==> config.mk <==
export PLATFORM = sky130hd
export DESIGN_NAME = clock_mode_ctrl
export DESIGN_NICKNAME = d
export VERILOG_FILES = /design/src/rtl/clock_mode_ctrl.sv
export SDC_FILE = /design/constraint.sdc
export NUM_CORES = 1
export LEC_CHECK = 0
export CAP_MARGIN = 20
export CELL_PAD_IN_SITES_DETAIL_PLACEMENT = 0
export CELL_PAD_IN_SITES_GLOBAL_PLACEMENT = 2
export CORE_UTILIZATION = 33
export DETAILED_ROUTE_END_ITERATION = 12
export GPL_ROUTABILITY_DRIVEN = 1
export GPL_TIMING_DRIVEN = 0
export PLACE_DENSITY = 0.77
export SETUP_SLACK_MARGIN = 0.2
export SLEW_MARGIN = 25
export SYNTH_ARGS = -nofsm -noshare
export SYNTH_HDL_FRONTEND = slang
export SYNTH_SLANG_ARGS = --single-unit
==> constraint.sdc <==
create_clock -name clk -period 1.1 [get_ports clk]
set_clock_uncertainty 0.05 [all_clocks]
set_input_delay 0.22 -clock clk [delete_from_list [all_inputs] [get_ports clk]]
set_output_delay 0.22 -clock clk [all_outputs]
set_load 0.01 [all_outputs]
==> src/rtl/clock_mode_ctrl.sv <==
// clock_mode_ctrl: mode sequencer for the digital clock.
// Synchronizes and debounces the mode button and three field buttons, steps
// clk_mode RUN -> SET_TIME -> SET_ALARM -> SET_DATE -> RUN on each mode press,
// forwards field presses only while an editor is active, and emits a one-cycle
// commit strobe when an editor is left via the mode button.
// Optional feature macro: AUTO_TIMEOUT_EN (idle abort of set modes back to RUN).
module clock_mode_ctrl #(
  parameter int DEB_TICKS    = 4,
  parameter int IDLE_TIMEOUT = 30000
) (
  input  logic       clk,
  input  logic       rst,
  input  logic       tick,
  input  logic       btn_mode,
  input  logic [2:0] btn_raw,
  output logic [1:0] clk_mode,
  output logic [2:0] btn_pulse,
  output logic       load_time,
  output logic       load_alarm,
  output logic       load_date,
  output logic       timed_out
);

  typedef enum logic [1:0] {
    RUN       = 2'b00,
    SET_TIME  = 2'b01,
    SET_ALARM = 2'b10,
    SET_DATE  = 2'b11
  } mode_e;

  localparam int CNT_W = (DEB_TICKS > 1) ? $clog2(DEB_TICKS) : 1;
  localparam logic [CNT_W-1:0] CNT_MAX = CNT_W'(DEB_TICKS - 1);

  // Bit 0 is the mode button, bits 3:1 are field buttons 1..3.
  logic [3:0]       raw;
  logic [3:0]       sync_a;
  logic [3:0]       sync_b;
  logic [3:0]       stable;
  logic [3:0]       press;
  logic [CNT_W-1:0] deb_cnt [4];

  mode_e      state_q;
  mode_e      next_state;
  logic [2:0] load_n;
  logic [2:0] pulse_n;
  logic       mode_press;
  logic [2:0] field_press;

  assign raw         = {btn_raw, btn_mode};
  assign mode_press  = press[0];
  assign field_press = press[3:1];
  assign clk_mode    = state_q;

  // Two-flop synchronizer for all asynchronous button inputs.
  always_ff @(posedge clk) begin
    // NOTE: sequential state uses non-blocking (<=) so every flop samples
    // pre-edge values; blocking here would collapse the two stages into one.
    if (rst) begin
      sync_a <= '0;
      sync_b <= '0;
    end else begin
      sync_a <= raw;
      sync_b <= sync_a;
    end
  end

  // Per-button debounce: accept a new level after DEB_TICKS differing samples;
  // a rising acceptance yields a one-clock press pulse.
  always_ff @(posedge clk) begin
    if (rst) begin
      stable <= '0;
      press  <= '0;
      // NOTE: the debounce counters are a tiny array of control state, so they
      // are reset explicitly; large data memories would normally be left unreset.
      for (int i = 0; i < 4; i++) deb_cnt[i] <= '0;
    end else begin
      press <= '0;
      for (int i = 0; i < 4; i++) begin
        if (sync_b[i] == stable[i]) begin
          deb_cnt[i] <= '0;
        end else if (tick) begin
          if (deb_cnt[i] == CNT_MAX) begin
            stable[i]  <= sync_b[i];
            press[i]   <= sync_b[i];
            deb_cnt[i] <= '0;
          end else begin
            deb_cnt[i] <= deb_cnt[i] + 1'b1;
          end
        end
      end
    end
  end

`ifdef AUTO_TIMEOUT_EN
  localparam int IDLE_W = $clog2(IDLE_TIMEOUT + 1);
  localparam logic [IDLE_W-1:0] IDLE_MAX = IDLE_W'(IDLE_TIMEOUT);

  logic [IDLE_W-1:0] idle_cnt;
  logic              timeout_hit;
  logic              timeout_n;

  assign timeout_hit = (state_q != RUN) && (idle_cnt == IDLE_MAX);

  // Idle counter: held at zero in RUN, cleared by any accepted press,
  // counts ticks in a set mode and saturates at IDLE_TIMEOUT.
  always_ff @(posedge clk) begin
    if (rst || (state_q == RUN) || (|press)) begin
      idle_cnt <= '0;
    end else if (tick && (idle_cnt != IDLE_MAX)) begin
      idle_cnt <= idle_cnt + 1'b1;
    end
  end

  // Registered abort strobe.
  always_ff @(posedge clk) begin
    if (rst) timed_out <= 1'b0;
    else     timed_out <= timeout_n;
  end
`else
  assign timed_out = 1'b0;
`endif

  // Next-state and output decode: mode press wins over timeout and field presses.
  always_comb begin
    // NOTE: every combinational output gets a default first so no path can
    // leave it unassigned and infer a latch.
    next_state = state_q;
    load_n     = '0;
    pulse_n    = '0;
`ifdef AUTO_TIMEOUT_EN
    timeout_n  = 1'b0;
`endif
    if (mode_press) begin
      unique case (state_q)
        RUN:       next_state = SET_TIME;
        SET_TIME:  begin next_state = SET_ALARM; load_n[0] = 1'b1; end
        SET_ALARM: begin next_state = SET_DATE;  load_n[1] = 1'b1; end
        SET_DATE:  begin next_state = RUN;       load_n[2] = 1'b1; end
      endcase
    end
`ifdef AUTO_TIMEOUT_EN
    else if (timeout_hit) begin
      next_state = RUN;
      timeout_n  = 1'b1;
    end
`endif
    else if (state_q != RUN) begin
      pulse_n = field_press;
    end
  end

  // State and output registers; reset mid-edit drops any pending commit.
  always_ff @(posedge clk) begin
    if (rst) begin
      state_q    <= RUN;
      btn_pulse  <= '0;
      load_time  <= 1'b0;
      load_alarm <= 1'b0;
      load_date  <= 1'b0;
    end else begin
      state_q    <= next_state;
      btn_pulse  <= pulse_n;
      load_time  <= load_n[0];
      load_alarm <= load_n[1];
      load_date  <= load_n[2];
    end
  end

endmodule

==> metrics.txt <==
Via-to-Cell Ratio=4.52; Post-Layout Cell Count=193; CTS Sinks=32; I/O pins=16; global-route usage over all layers=13.5%; fin. max-slew vios=0; RePlAce Congestion=0.679; I/O Buffers=14; critical path endpoint category=register; Clk pin slew, worst setup/hold paths=70 ps; max cap viols=0; outcome=finished with violations; Buf+Inv Stages, Crit Path=0; hold_buf cts=0; post-synthesis cell area=1310 sq um; # DRC=0; WP depth=2; fmax=0.880 GHz; Crit Path Category=reg -> reg; worst hold path type=reg -> reg; critical-path cell list=xnor2_4 > or3_4; ANT cells=0; Core Area=3740 sq um; RSZ-0062 raised after global routing=yes; most frequent cells in the layout=buf_6 (12), buf_4 (12), dfxtp_1 (12); Slowest cell on crit path=dfxtp_4; Core Rows=22; period utilization=103%; first-pass GRT wire length=4110 microns; Critical Path End=deb_cnt[3][1]; met3 routed WL=86 microns; final worst path period need=1140 ps; CTS buffer count=5; wl on met1=1010 microns; antenna violations before repair=0; switch share=20.1%; #FFs+latches synth=32; Worst EP required=1090 ps; Avg Cell Area, Syn=12.4 sq um; Worst-Skew Late Latency=280 ps; P_leak=0.767 nW; R2R depth=2; Yosys warnings=0; Post-DP HPWL=1570 microns; CTS tree=yes; final setup vio count=7; count of cell types in the netlist=23; PwrDens=1190 nW/um^2; Crit Reg-Reg Endpoint=deb_cnt[3][1]; drt pass-1 iters=2; Logic pwr share=6.1%; Mapped Nets=121; largest net degree at the start of global routing=11; register area share after synthesis=54.9%; WL final=2410 microns; Placed Instances=168; Die Ht=65.1 microns; worst flop-to-flop path startpoint=stable[3]; Crit path max-delay family=flip-flops; Hold Startpoint=press[1]; number of global-route vias before repair=919; fill count=336; met2 wire len=1250 microns; Final Hold Fails=0; CP arrival=1130 ps; Post-DRT Antenna Nets=0; utilization after layout=55.0%; Post-Syn Instances=106; via count=873; clock root buffer=clkbuf_8; crit path launch=stable[3]; Layout area overhead=56.8%; # H-tree levels=2; Pwr Total=0.00245 W; initial drt markers=13; failing checks=setup timing; Nets=159; die width=65.1 microns; maximum clock path buffer count=2; post-route setup slack=-36.1 ps; Setup crit start kind=register; Initial Util=35.1%; Wirelength per Cell=12.5 microns; Seq pwr share=50.2%; share of cells above drive strength 1=60.0%; Sw Pwr=0.000492 W; Clock power frac=43.7%; pre-CTS WS=-662 ps; Int Pwr=0.00196 W; GR Overflow Total=0; top layer in use=met4; crit-path max cell delay=360 ps; FF-to-FF setup slack=-40 ps; worst vdd ir=0.00106 V; die area=4230 sq um; Worst Path Max Fanout=2
## synthesized netlist by cell type
library cell  instances  share of area, %
nor2b_1               9               4.3
and2_1               10               4.8
nor2_1                7               2.0
inv_1                 2              0.57
nand2b_4              1               1.0
nand2b_1              1              0.48
edfxtp_1              8                18
nor3_2                1              0.76
conb_1                1              0.29
mux2i_1               1              0.76
nor4b_2               4               4.6
buf_4                 1              0.57
o21ai_1               4               1.5
nand4b_1              4               2.7
xnor2_1               4               2.7
nor4_2                4               3.8
ha_1                  8               7.6
dfxtp_1              24                37
buf_6                 2               1.7
a211oi_1              1              0.57
buf_2                 2              0.76
or3_1                 4               1.9
or2b_1                3               1.7
## metal layers
layer / GRT usage, % / vias up
met5: 0 / -
met4: 8.15 / 0
met3: 4.75 / 7
met2: 22.7 / 13
met1: 14.6 / 415
li1: - / 438
## state kept, by name (all words and copies together) (netlist names)
name and flops:
load_time 1, stable 4, sync_b 4, clk_mode 2
deb_cnt 8, press 4, sync_a 4, load_alarm 1
load_date 1, btn_pulse 3
## metrics by stage
step | TNS, ps | hold WS (ps) | area (sq um)
6_report | -136 | 371 | 2060
5_1_grt | -483 | 402 | 2060
4_1_cts | -142 | 377 | 1980
3_5_place_dp | -17650 | 366 | 1640
3_3_place_gp | -16860 | 368 | 1640
2_1_floorplan | -49.3 | 298 | 1440
## power by group through the flow
stage           logic, W  registers (W)  clock network (W)
2_1_floorplan  0.0000675        0.00126                  0
3_3_place_gp    0.000105        0.00126                  0
3_5_place_dp    0.000109        0.00126                  0
4_1_cts         0.000139        0.00123            0.00111
5_1_grt         0.000160        0.00123            0.00116
6_report        0.000149        0.00123            0.00107
## cells by family (layout without fill, tap and decap cells)
logic type | count (synthesis) | count (layout) | share of synthesized area (%)
AOI/OAI and AO/OA | 5 | 5 | 2.10
xor gates and xnor gates | 4 | 4 | 2.67
and+or+nand+nor | 48 | 48 | 28.0
DFF | 32 | 32 | 54.9
adders and majority gates | 8 | 8 | 7.63
buffers and inverters | 7 | 46 | 3.62
other | 1 | 1 | 0.286
muxes | 1 | 1 | 0.763
## how the worst min path moves through the flow
stage / end / slack [ps] / depth (start not counted)
after floorplan: sync_a[0] / 300 / 1
after global placement: btn_pulse[2] / 370 / 1
after detailed placement: btn_pulse[0] / 370 / 1
after CTS: btn_pulse[0] / 380 / 1
after global routing: btn_pulse[1] / 400 / 1
final: btn_pulse[0] / 370 / 1
## timing repair
action	in CTS	in global routing
setup buffers	16	1
setup endpoints to repair	48	40
resized for setup	71	14
pin swaps	12	7
## worst reg2reg max path, delay by kind of cell (launching register included)
kind | cells | cell delay, ps
DFF | 1 | 360
and+or+nand+nor | 1 | 340
xor gates and xnor gates | 1 | 140
## layout make-up
| type | instances | area (sq um) | share of cell area [%] |
|---|---|---|---|
| Buffer | 5 | 46.3 | 2.25 |
| Clock inverter | 3 | 37.5 | 1.82 |
| Inverter | 2 | 17.5 | 0.851 |
| Tap cell | 48 | 60.1 | 2.92 |
| Multi-Input combinational cell | 67 | 813 | 39.5 |
| Clock buffer | 5 | 68.8 | 3.34 |
| Sequential cell | 32 | 746 | 36.2 |
| Timing Repair Buffer | 31 | 269 | 13.1 |
Power figures use the tool's default switching activity.
